==> src/rtl/edge_debounce_pkg.sv <==
// Shared types for the edge debounce bank: edge mode encoding, event counter width
// and the edge qualification rule used by every channel.
package edge_debounce_pkg;

  typedef enum logic [1:0] {
    EDGE_RISE = 2'd0,
    EDGE_FALL = 2'd1,
    EDGE_BOTH = 2'd2,
    EDGE_OFF  = 2'd3
  } edge_mode_t;

  localparam int EVENT_CNT_W = 8;

  // True when a transition towards new_level should produce a pulse under mode m.
  function automatic logic edge_qualifies(edge_mode_t m, logic new_level);
    case (m)
      EDGE_RISE: return new_level;
      EDGE_FALL: return !new_level;
      EDGE_BOTH: return 1'b1;
      default:   return 1'b0;
    endcase
  endfunction

endpackage

==> src/rtl/edge_debounce_bank_debounce_channel.sv <==
// One debounce channel: synchronizer, disagreement counter, debounced level, edge pulse
// and, with EVENT_COUNT_EN defined, a saturating 8-bit pulse counter.
//
// level | meaning
// 0     | debounced low; counter runs while sync_i reads high
// 1     | debounced high; counter runs while sync_i reads low
module debounce_channel
  import edge_debounce_pkg::*;
#(
  parameter int SYNC_STAGES     = 2,
  parameter int DEBOUNCE_CYCLES = 4
) (
  input  logic                   clk,
  input  logic                   reset,
  input  logic                   din,
  input  edge_mode_t             mode,
`ifdef EVENT_COUNT_EN
  input  logic                   count_clr,
  output logic [EVENT_CNT_W-1:0] event_count,
`endif
  output logic                   level,
  output logic                   pulse
);

  localparam int CNT_W = $clog2(DEBOUNCE_CYCLES + 1);
  localparam logic [CNT_W-1:0] CNT_LAST = CNT_W'(DEBOUNCE_CYCLES - 1);

  logic [SYNC_STAGES-1:0] sync_q;
  logic                   sync_i;
  logic [CNT_W-1:0]       cnt_q;
  logic [CNT_W-1:0]       cnt_d;
  logic                   level_q;
  logic                   level_d;
  logic                   pulse_q;
  logic                   pulse_d;

  always_ff @(posedge clk) begin
    if (reset) begin
      sync_q <= '0;
    end else begin
      sync_q <= {sync_q[SYNC_STAGES-2:0], din};
    end
  end

  assign sync_i = sync_q[SYNC_STAGES-1];

  always_ff @(posedge clk) begin
    if (reset) begin
      cnt_q   <= '0;
      level_q <= 1'b0;
      pulse_q <= 1'b0;
    end else begin
      cnt_q   <= cnt_d;
      level_q <= level_d;
      pulse_q <= pulse_d;
    end
  end

  // Any agreeing sample restarts the count, so only an unbroken run can flip the level.
  always_comb begin
    cnt_d   = '0;
    level_d = level_q;
    pulse_d = 1'b0;
    if (sync_i != level_q) begin
      if (cnt_q == CNT_LAST) begin
        level_d = sync_i;
        pulse_d = edge_qualifies(mode, sync_i);
      end else begin
        cnt_d = cnt_q + CNT_W'(1);
      end
    end
  end

  assign level = level_q;
  assign pulse = pulse_q;

`ifdef EVENT_COUNT_EN
  logic [EVENT_CNT_W-1:0] event_q;

  always_ff @(posedge clk) begin
    if (reset || count_clr) begin
      event_q <= '0;
    end else if (pulse_q && (event_q != {EVENT_CNT_W{1'b1}})) begin
      event_q <= event_q + EVENT_CNT_W'(1);
    end
  end

  assign event_count = event_q;
`endif

endmodule

==> src/rtl/edge_debounce_bank.sv <==
// Bank of independent debounced edge detectors sharing one edge mode.
// Define EVENT_COUNT_EN to add count_clr/event_count per-channel pulse counters.
module edge_debounce_bank
  import edge_debounce_pkg::*;
#(
  parameter int CHANNELS        = 4,
  parameter int SYNC_STAGES     = 2,
  parameter int DEBOUNCE_CYCLES = 4
) (
  input  logic                            clk,
  input  logic                            reset,
  input  logic [CHANNELS-1:0]             din,
  input  logic [1:0]                      mode,
`ifdef EVENT_COUNT_EN
  input  logic                            count_clr,
  output logic [CHANNELS*EVENT_CNT_W-1:0] event_count,
`endif
  output logic [CHANNELS-1:0]             level,
  output logic [CHANNELS-1:0]             pulse
);

  edge_mode_t mode_e;

  assign mode_e = edge_mode_t'(mode);

  for (genvar i = 0; i < CHANNELS; i++) begin : g_ch
    debounce_channel #(
      .SYNC_STAGES     (SYNC_STAGES),
      .DEBOUNCE_CYCLES (DEBOUNCE_CYCLES)
    ) u_ch (
      .clk         (clk),
      .reset       (reset),
      .din         (din[i]),
      .mode        (mode_e),
`ifdef EVENT_COUNT_EN
      .count_clr   (count_clr),
      .event_count (event_count[EVENT_CNT_W*i +: EVENT_CNT_W]),
`endif
      .level       (level[i]),
      .pulse       (pulse[i])
    );
  end

endmodule

==> config.mk <==
export PLATFORM = sky130hd
export DESIGN_NAME = edge_debounce_bank
export DESIGN_NICKNAME = d
export VERILOG_FILES = /design/src/rtl/edge_debounce_pkg.sv /design/src/rtl/edge_debounce_bank_debounce_channel.sv /design/src/rtl/edge_debounce_bank.sv
export SDC_FILE = /design/constraint.sdc
export NUM_CORES = 1
export LEC_CHECK = 0
export ABC_CLOCK_PERIOD_IN_PS = 4200
export CORE_MARGIN = 5
export CORE_UTILIZATION = 45
export CTS_CLUSTER_SIZE = 24
export DETAILED_ROUTE_END_ITERATION = 10
export PLACE_DENSITY = 0.64
export SETUP_SLACK_MARGIN = 0.2
export SYNTH_ARGS = -nofsm -noshare
export SYNTH_HDL_FRONTEND = slang
export SYNTH_HIERARCHICAL = 1
export SYNTH_SLANG_ARGS = --single-unit
==> constraint.sdc <==
create_clock -name clk -period 4.2 [get_ports clk]
set_input_delay 0.84 -clock clk [delete_from_list [all_inputs] [get_ports clk]]
set_output_delay 0.84 -clock clk [all_outputs]
set_load 0.05 [all_outputs]
After elaboration in Yosys (flattened, before gate mapping). Index checks and enable logic that the tools add are counted.

Add/sub/neg operators: 4. Equality and inequality tests: 10. Muxes and demuxes: 4. Bitwise logic cells: 8. Reduce and logical (&&, ||, !) cells: 17.

Operators by type and width (count): $reduce_or A3 Y1 (8); $add A3 B1 Y3 const B (4); $eq A3 B2 Y1 const B (4); $pmux W1 S3 (4); $not A1 Y1 (8); $reduce_and A2 Y1 (4); $logic_not A1 Y1 (4); $ne A1 B1 Y1 (4); $eq A2 B1 Y1 const B (1); $eq A2 B2 Y1 const B (1); $logic_not A2 Y1 (1).

Register bits after elaboration: 28. Word-level logic and storage cells: 59.

Longest topological paths before layout. Gate-level depths: netlist of run 1.

Word-level depth: 3. Depth in mapped cells: 4. Gate-level depth less buffers: 4.

Hierarchy. The synthesis of run 1 kept the hierarchy.

Modules (own cells, without submodules): debounce_channel (times used 4, cells an instance 22, area each 262.8 sq um).

Worst setup path before layout of run 1. Ideal clock, no wire load.

Path kind: input to register. Start: input port reset. End: register g_ch[0].u_ch.pulse_q. Setup time: 75 ps. Data arrival time: 1427 ps. Path slack: 2698 ps. Stages on the path: 2. Buffers on the path: 0. Cell sequence: or4bb_1 > o22ai_1.

Cells in the longest elaborated chain, start to end: 1.

RTL lines: start, declared (RTL line edge_debounce_bank.sv:11) `input logic reset,`; $reduce_or A3 Y1 (no source line); end signal, assigned (RTL line edge_debounce_bank_debounce_channel.sv:55) `pulse_q <= pulse_d;`; end, declared (RTL line edge_debounce_bank_debounce_channel.sv:34) `logic pulse_q;`.

Every way passes these cells. A chain may end at the register's enable or synchronous reset.

Worst setup path in the final report of run 1.
Start: register g_ch[3].u_ch.level_q. End: output port level[3].

RTL lines: start, declared (RTL line edge_debounce_bank_debounce_channel.sv:32) `logic level_q;`; start signal, assigned (RTL line edge_debounce_bank_debounce_channel.sv:54) `level_q <= level_d;`; end, declared (RTL line edge_debounce_bank.sv:18) `output logic [CHANNELS-1:0] level,`.

No word-level cell between the ends.

==> report_table.html, run 1 <==
<table>
<tr><th>Metric</th><th>Value</th></tr>
<tr><th colspan="2">Place</th></tr>
<tr><td># port buffers</td><td>15</td></tr>
<tr><td>Cell Count Post-Placement</td><td>132</td></tr>
<tr><td>Post-detailed-placement half-perimeter wirelength</td><td>1140 µm</td></tr>
<tr><td>Post-place instance area</td><td>0.00124 mm²</td></tr>
<tr><td>Placer Congestion</td><td>0.664</td></tr>
<tr><th colspan="2">Synth</th></tr>
<tr><td>Syn Std Cell Area</td><td>0.00105 mm²</td></tr>
<tr><td>Top_reg_cell synth</td><td>dfxtp_1</td></tr>
<tr><td>Flip-flop and latch count after synthesis</td><td>28</td></tr>
<tr><td>Number of warnings reported in the yosys synthesis log</td><td>6</td></tr>
<tr><td>Number of nets in the synthesized netlist</td><td>104</td></tr>
<tr><td>Leading post-synthesis cells by cell area</td><td>dfxtp_1 53%, ha_1 9.5%, or4bb_1 8.6%</td></tr>
<tr><td>Gate Count Post-Synth</td><td>88</td></tr>
<tr><td>Mean instance size in the synthesized netlist</td><td>11.9 µm²</td></tr>
<tr><td>Share of the synthesized area in the top cell type</td><td>0.533</td></tr>
<tr><td>Post-synthesis sequential area ratio</td><td>0.533</td></tr>
<tr><td>Share of synthesized registers carrying an async set or reset</td><td>0</td></tr>
<tr><td>Largest area contributor in the netlist</td><td>dfxtp_1</td></tr>
<tr><td>Most frequently used cell type in the post-synthesis netlist</td><td>dfxtp_1</td></tr>
<tr><td>Post-synth EDFFs</td><td>0</td></tr>
<tr><td>Number of different library cells in the post-synthesis netlist</td><td>11</td></tr>
<tr><th colspan="2">Critical path</th></tr>
<tr><td>Largest fanout of any net on the critical path</td><td>5</td></tr>
<tr><td>Worst-path cell chain</td><td>clkdlybuf4s50_1</td></tr>
<tr><td>Type of element capturing the critical path</td><td>primary output</td></tr>
<tr><td>Req. time, crit path</td><td>3.36 ns</td></tr>
<tr><td>Launching element type of the critical path</td><td>flop</td></tr>
<tr><td>Buffers and inverters on the worst path</td><td>1</td></tr>
<tr><td>Critical path type</td><td>reg -&gt; out</td></tr>
<tr><td>Slowest cell on the critical path</td><td>clkdlybuf4s50_1</td></tr>
<tr><td>Worst stage delay on the critical path</td><td>0.83 ns</td></tr>
<tr><td>Top cell family by delay on the critical path</td><td>buffers and inverters</td></tr>
<tr><td>Arrival time at the worst endpoint</td><td>1.57 ns</td></tr>
<tr><th colspan="2">CTS</th></tr>
<tr><td>Sinks on Clock Net</td><td>28</td></tr>
<tr><td>Post-CTS clock slew at the launch and capture registers of the worst setup and hold paths</td><td>0.14 ns</td></tr>
<tr><td>Buffers inserted by post-CTS timing repair</td><td>0</td></tr>
<tr><td>Cell chosen for the clock root</td><td>clkbuf_4</td></tr>
<tr><td>Maximum clock path buffer count</td><td>2</td></tr>
<tr><td>Number of buffers inserted by hold repair at cts</td><td>0</td></tr>
<tr><td>H-tree Lvls</td><td>1</td></tr>
<tr><td>CTS Buf Count</td><td>3</td></tr>
<tr><td>Clock tree from TritonCTS</td><td>done</td></tr>
<tr><td>Resize count post-CTS</td><td>0</td></tr>
<tr><td>Latest clock arrival within the worst-skew pair</td><td>0.32 ns</td></tr>
<tr><th colspan="2">Timing</th></tr>
<tr><td>Highest clock frequency the design can meet</td><td>0.414 GHz</td></tr>
<tr><td>Rel. slew slack</td><td>0.494</td></tr>
<tr><td>Least-Margin Pin Slew</td><td>0.756 ns</td></tr>
<tr><td>Number of pins with negative max-slew slack in the final report</td><td>0</td></tr>
<tr><td>Max Clock Skew</td><td>0.00503 ns</td></tr>
<tr><td>Final setup violation count</td><td>0</td></tr>
<tr><td>TNS Setup</td><td>0 ns</td></tr>
<tr><td>RSZ-0062 raised after global routing</td><td>false</td></tr>
<tr><td>Share of the clock period used by the worst path</td><td>0.575</td></tr>
<tr><td>Final critical-path required period</td><td>2.41 ns</td></tr>
<tr><td>Count of endpoints failing hold in the final timing report</td><td>0</td></tr>
<tr><th colspan="2">Outcome</th></tr>
<tr><td>Status</td><td>finished clean</td></tr>
<tr><th colspan="2">Floorplanning</th></tr>
<tr><td>Height of the chip</td><td>58.3 µm</td></tr>
<tr><td>Total Die Area</td><td>0.00340 mm²</td></tr>
<tr><td>Number of ports placed on the die boundary</td><td>16</td></tr>
<tr><td>Number of placement rows</td><td>17</td></tr>
<tr><td>Core Footprint</td><td>0.00221 mm²</td></tr>
<tr><td>Die width</td><td>58.3 µm</td></tr>
<tr><td>Initial Utilization</td><td>0.475</td></tr>
<tr><th colspan="2">Cells and area</th></tr>
<tr><td>Non-filler instance count after layout</td><td>136</td></tr>
<tr><td>Final Cell Area</td><td>0.00128 mm²</td></tr>
<tr><td>N_diodes</td><td>0</td></tr>
<tr><td>Total Nets Final</td><td>125</td></tr>
<tr><td>Area delta synth-&gt;final</td><td>21.8%</td></tr>
<tr><td>Util after Layout</td><td>0.579</td></tr>
<tr><td>Layout cell share with drive strength beyond 1</td><td>0.0463</td></tr>
<tr><td>Count of fill cells added during filler insertion</td><td>202</td></tr>
<tr><th colspan="2">Detailed routing</th></tr>
<tr><td>Average detailed-routed wire length per instance</td><td>11.6 µm</td></tr>
<tr><td>Vias after detailed routing</td><td>707</td></tr>
<tr><td>Detailed-route wire length</td><td>1580 µm</td></tr>
<tr><td>Number of nets with antenna violations after routing</td><td>0</td></tr>
<tr><td>Detailed-routing iteration count for the pre-antenna-repair pass</td><td>2</td></tr>
<tr><td>Post-route DRC violation count</td><td>0</td></tr>
<tr><td>Average via count per standard cell</td><td>5.20</td></tr>
<tr><td>Initial DRC count</td><td>3</td></tr>
<tr><th colspan="2">Power</th></tr>
<tr><td>Net load switching power</td><td>0.0855 mW</td></tr>
<tr><td>PwrDens</td><td>329 mW/mm²</td></tr>
<tr><td>Relative contribution of combinational cells to total power</td><td>0.054</td></tr>
<tr><td>Fraction of power spent switching nets</td><td>0.203</td></tr>
<tr><td>Static power due to leakage</td><td>0.443 nW</td></tr>
<tr><td>Worst ir drop on vdd</td><td>0.000228 V</td></tr>
<tr><td>Clk network pwr share</td><td>0.298</td></tr>
<tr><td>Seq pwr share</td><td>0.647</td></tr>
<tr><td>Internal Power</td><td>0.336 mW</td></tr>
<tr><th colspan="2">Global routing</th></tr>
<tr><td>Pin count of the biggest net entering global routing</td><td>26</td></tr>
<tr><td>Number of global-route vias before repair</td><td>695</td></tr>
<tr><td>Remaining Overflow, GRT</td><td>0</td></tr>
<tr><td>Wire length of the first global-routing pass</td><td>2910 µm</td></tr>
<tr><td>Overall global routing resource usage</td><td>0.111</td></tr>
<tr><td>Initial antenna violation count</td><td>0</td></tr>
<tr><th colspan="2">Worst hold path</th></tr>
<tr><td>Path type of the worst min-delay path</td><td>reg -&gt; reg</td></tr>
<tr><th colspan="2">Run</th></tr>
<tr><td>Max Cap Viol</td><td>0</td></tr>
</table>
[kinds of logic (layout without fill, tap and decap cells)]
| kind of cell | after synthesis | after routing | synth area share |
|---|---|---|---|
| simple gates | 32 | 32 | 0.229 |
| buf+inv | 4 | 24 | 0.0143 |
| compound gates | 4 | 4 | 0.0238 |
| xor+xnor | 8 | 8 | 0.0667 |
| mux | 4 | 4 | 0.0381 |
| flops | 28 | 28 | 0.533 |
| fa+ha+maj | 8 | 8 | 0.0952 |
[registers in the layout (all words and copies together) (netlist names)]
register and count:
g_ch.u_ch/sync_q 8, g_ch.u_ch/level 4, g_ch.u_ch/cnt_q 12, g_ch.u_ch/pulse 4
[power by group through the flow]
stage / Combinational (mW) / Sequential, mW / Clock, mW
after floorplan: 0.00922 / 0.278 / 0
after global placement: 0.0226 / 0.279 / 0
after detailed placement: 0.0233 / 0.279 / 0
after CTS: 0.0234 / 0.273 / 0.134
after global routing: 0.0257 / 0.274 / 0.144
final: 0.0229 / 0.273 / 0.126
[layer usage]
| metal | vias up | track usage | part of all wire |
|---|---|---|---|
| li1 | 364 | - | - |
| met1 | 333 | 0.129 | 0.42 |
| met2 | 8 | 0.190 | 0.54 |
| met3 | 2 | 0.0219 | 0.034 |
| met4 | 0 | 0.0596 | 0.011 |
| met5 | - | 0 | 0 |
[cells in the final DEF (no fill, tap or decap)]
master           Yosys  routed
buf_4                0       1
clkbuf_4             0       3
clkbuf_8             0       1
clkdlybuf4s50_1      0      15
dfxtp_1             28      28
ha_1                 8       8
inv_1                4       4
mux2i_1              4       4
nor2_1               4       4
nor2b_1              8       8
nor4_1               8       8
nor4b_1              4       4
o22ai_1              4       4
or4bb_1              8       8
xnor2_1              8       8
[through the flow]
stage               setup WS (ns)  hold slack, ns  power (mW)
floorplan                    2.70           0.404       0.287
global placement             1.72           0.418       0.301
detailed placement           1.66           0.425       0.302
CTS                          1.75           0.445       0.430
global route                 1.69           0.462       0.443
finish                       1.79           0.438       0.422
[area by class of cell]
type | count | area, µm² | area share
multi-input cells | 56 | 475 | 0.371
repair buffers | 16 | 158 | 0.123
well taps | 28 | 35.0 | 0.0274
flip-flops and latches | 28 | 561 | 0.438
clock buffers | 4 | 36.3 | 0.0283
inverters | 4 | 15.0 | 0.0117
[final timing paths]
kind,from,end,slack [ns],depth (start not counted)
worst max register to register,g_ch[1].u_ch/cnt_q[0],g_ch[1].u_ch/pulse,2.71,4
worst min register to register,g_ch[1].u_ch/cnt_q[0],g_ch[1].u_ch/cnt_q[0],0.44,1
worst min-delay path,g_ch[1].u_ch/cnt_q[0],g_ch[1].u_ch/cnt_q[0],0.44,1
worst max-delay path,g_ch[3].u_ch/level,level[3],1.79,1
No activity file was read; power rests on OpenSTA's default activity.
==> run 2, diff against run 1 <==
- ABC_CLOCK_PERIOD_IN_PS: 4200 -> 2200
- PLACE_DENSITY: 0.64 -> 0.67
- clock period: 4.2 -> 2.2 ns (I/O delays scaled with it)
==> report_table.html, run 2 (synthesis results as in run 1) <==
<table>
<tr><th>Metric</th><th>Value</th></tr>
<tr><th colspan="2">Place</th></tr>
<tr><td>Placer Congestion</td><td>0.677 (+1.9%)</td></tr>
<tr><td>Post-detailed-placement half-perimeter wirelength</td><td>1170 µm (+2.7%)</td></tr>
<tr><td>Cell Count Post-Placement</td><td>133 (+0.76%)</td></tr>
<tr><td># port buffers</td><td>15 (unchanged)</td></tr>
<tr><th colspan="2">Timing</th></tr>
<tr><td>Final setup violation count</td><td>0 (unchanged)</td></tr>
<tr><td>TNS Setup</td><td>0 ns (unchanged)</td></tr>
<tr><td>Max Clock Skew</td><td>0.00307 ns (-0.00196 ns)</td></tr>
<tr><td>Count of endpoints failing hold in the final timing report</td><td>0 (unchanged)</td></tr>
<tr><td>Number of pins with negative max-slew slack in the final report</td><td>0 (unchanged)</td></tr>
<tr><td>Highest clock frequency the design can meet</td><td>0.528 GHz</td></tr>
<tr><td>RSZ-0062 raised after global routing</td><td>false</td></tr>
<tr><td>Final critical-path required period</td><td>1.89 ns</td></tr>
<tr><td>Rel. slew slack</td><td>0.672 (+0.178)</td></tr>
<tr><td>Fin Hold WS</td><td>0.438 ns (+0.000780 ns)</td></tr>
<tr><td>Share of the clock period used by the worst path</td><td>0.860</td></tr>
<tr><td>Least-Margin Pin Slew</td><td>0.491 ns (-0.266 ns)</td></tr>
<tr><th colspan="2">CTS</th></tr>
<tr><td>Sinks on Clock Net</td><td>28 (unchanged)</td></tr>
<tr><td>Maximum clock path buffer count</td><td>2 (unchanged)</td></tr>
<tr><td>Post-CTS clock slew at the launch and capture registers of the worst setup and hold paths</td><td>0.13 ns (about the same)</td></tr>
<tr><td>Cell chosen for the clock root</td><td>clkbuf_4</td></tr>
<tr><td>H-tree Lvls</td><td>1 (unchanged)</td></tr>
<tr><td>Clock tree from TritonCTS</td><td>done</td></tr>
<tr><td>CTS Buf Count</td><td>3 (unchanged)</td></tr>
<tr><td>Latest clock arrival within the worst-skew pair</td><td>0.31 ns (about the same)</td></tr>
<tr><th colspan="2">Critical path</th></tr>
<tr><td>Req. time, crit path</td><td>1.76 ns (-1.60 ns)</td></tr>
<tr><td>Arrival time at the worst endpoint</td><td>1.45 ns (-0.12 ns)</td></tr>
<tr><td>Critical path type</td><td>reg -&gt; out</td></tr>
<tr><td>Largest fanout of any net on the critical path</td><td>1 (-4)</td></tr>
<tr><td>Slowest cell on the critical path</td><td>clkdlybuf4s50_1</td></tr>
<tr><td>Worst-path cell chain</td><td>clkdlybuf4s50_1</td></tr>
<tr><td>Launching element type of the critical path</td><td>flop</td></tr>
<tr><td>Top cell family by delay on the critical path</td><td>buffers and inverters</td></tr>
<tr><td>Type of element capturing the critical path</td><td>primary output</td></tr>
<tr><td>Worst stage delay on the critical path</td><td>0.80 ns (-0.03 ns)</td></tr>
<tr><td>Buffers and inverters on the worst path</td><td>1 (unchanged)</td></tr>
<tr><th colspan="2">Cells and area</th></tr>
<tr><td>Most frequent standard cell in the layout excluding fill and tap cells</td><td>dfxtp_1</td></tr>
<tr><td>Area delta synth-&gt;final</td><td>20.7%</td></tr>
<tr><td>Register with the most flip-flops</td><td>g_ch.u_ch/cnt_q</td></tr>
<tr><td>Number of flip-flops under the largest register name</td><td>12 (unchanged)</td></tr>
<tr><td>Non-filler instance count after layout</td><td>136 (unchanged)</td></tr>
<tr><td>N_diodes</td><td>0 (unchanged)</td></tr>
<tr><td>Layout cell share with drive strength beyond 1</td><td>0.0463 (unchanged)</td></tr>
<tr><td>Leading cell types in the layout, fill and taps excluded</td><td>28 x dfxtp_1, 11 x clkdlybuf4s50_1</td></tr>
<tr><td>Leading registers by flop count</td><td>g_ch.u_ch/cnt_q: 12 flops, g_ch.u_ch/sync_q: 8 flops</td></tr>
<tr><td>Total Nets Final</td><td>126 (+0.80%)</td></tr>
<tr><th colspan="2">Power</th></tr>
<tr><td>Final total power</td><td>0.759 mW (+80%)</td></tr>
<tr><td>PwrDens</td><td>598 mW/mm² (+82%)</td></tr>
<tr><td>Worst ir drop on vdd</td><td>0.000335 V (+47%)</td></tr>
<tr><td>Static power due to leakage</td><td>0.460 nW (+3.9%)</td></tr>
<tr><th colspan="2">Detailed routing</th></tr>
<tr><td>Initial DRC count</td><td>8 (+5)</td></tr>
<tr><td>Detailed-route wire length</td><td>1520 µm (-4.0%)</td></tr>
<tr><td>Vias after detailed routing</td><td>687 (-2.8%)</td></tr>
<tr><td>Detailed-routing iteration count for the pre-antenna-repair pass</td><td>3 (+1)</td></tr>
<tr><td>Post-route DRC violation count</td><td>0 (unchanged)</td></tr>
<tr><td>Average detailed-routed wire length per instance</td><td>11.2 µm (-4.0%)</td></tr>
<tr><td>Number of nets with antenna violations after routing</td><td>0 (unchanged)</td></tr>
<tr><td>Average via count per standard cell</td><td>5.05 (-2.8%)</td></tr>
<tr><th colspan="2">Floorplanning</th></tr>
<tr><td>Initial Utilization</td><td>0.475 (unchanged)</td></tr>
<tr><td>Number of ports placed on the die boundary</td><td>16 (unchanged)</td></tr>
<tr><td>Height of the chip</td><td>58.3 µm (unchanged)</td></tr>
<tr><td>Total Die Area</td><td>0.00340 mm² (unchanged)</td></tr>
<tr><td>Number of placement rows</td><td>17 (unchanged)</td></tr>
<tr><td>Die width</td><td>58.3 µm (unchanged)</td></tr>
<tr><td>Core Footprint</td><td>0.00221 mm² (unchanged)</td></tr>
<tr><th colspan="2">Worst hold path</th></tr>
<tr><td>Path type of the worst min-delay path</td><td>reg -&gt; reg</td></tr>
<tr><th colspan="2">Global routing</th></tr>
<tr><td>Remaining Overflow, GRT</td><td>0 (unchanged)</td></tr>
<tr><td>Wire length of the first global-routing pass</td><td>2690 µm (-7.6%)</td></tr>
<tr><td>Overall global routing resource usage</td><td>0.104 (-0.00677)</td></tr>
<tr><td>Number of global-route vias before repair</td><td>670 (-3.6%)</td></tr>
<tr><td>Pin count of the biggest net entering global routing</td><td>25 (-3.8%)</td></tr>
<tr><td>Initial antenna violation count</td><td>0 (unchanged)</td></tr>
<tr><th colspan="2">Run</th></tr>
<tr><td>Max Cap Viol</td><td>0 (unchanged)</td></tr>
<tr><th colspan="2">Outcome</th></tr>
<tr><td>Status</td><td>finished clean</td></tr>
</table>
## run 2: changes by cell type in the layout (fill, tap and decap cells not counted)
cell	previous run	this run
buf_4	1	2
clkdlybuf4s50_1	15	11
clkbuf_8	1	0
dlygate4sd2_1	0	4
## run 2: cell type report
class                      count  area [µm²]
fill                         215         943
sequential                    28         561
multi-input combinational     56         475
timing repair buffer          17         160
tap                           28        35.0
clock buffer                   3        22.5
inverter                       4        15.0
## run 2: metal layers
metal	track usage	share of wire	wire (µm)
met5	0	0	0
met4	0.0596	0.011	16
met3	0.0197	0.027	41
met2	0.177	0.48	733
met1	0.121	0.48	726
## run 2: worst paths after layout
check,cells after the start,start,to,slack (ns)
worst max-delay path,1,g_ch[3].u_ch/pulse,pulse[3],0.31
worst min register to register,1,g_ch[2].u_ch/cnt_q[0],g_ch[2].u_ch/cnt_q[0],0.44
worst max register to register,4,g_ch[3].u_ch/cnt_q[0],g_ch[3].u_ch/pulse,0.71
worst min-delay path,1,g_ch[2].u_ch/cnt_q[0],g_ch[2].u_ch/cnt_q[0],0.44
## run 2: power by group
part	switching (mW)	leakage, nW	internal (mW)
clock network	0.129	0.0138	0.0639
logic	0.0192	0.219	0.0255
registers	0.00488	0.228	0.516
total	0.153	0.460	0.606
## run 2: what timing repair did
item	4_1_cts	5_1_grt
hold buffers	0	0
setup buffers	0	0
gates resized for setup	4	0
setup endpoints to repair	4	0
## run 2: through the flow
step                instance area [µm²]  setup slack [ns]  utilization
global placement                   1250             0.461        0.566
finish                             1270             0.307        0.574
floorplan                          1050             0.846            -
global route                       1270             0.235        0.574
CTS                                1270             0.271        0.574
detailed placement                 1250             0.419        0.566
==> run 3, diff against run 2 <==
- CTS_CLUSTER_DIAMETER: default -> 80
==> results of run 3 <==
Final layout, timing and power as in run 2 (identical DEF).
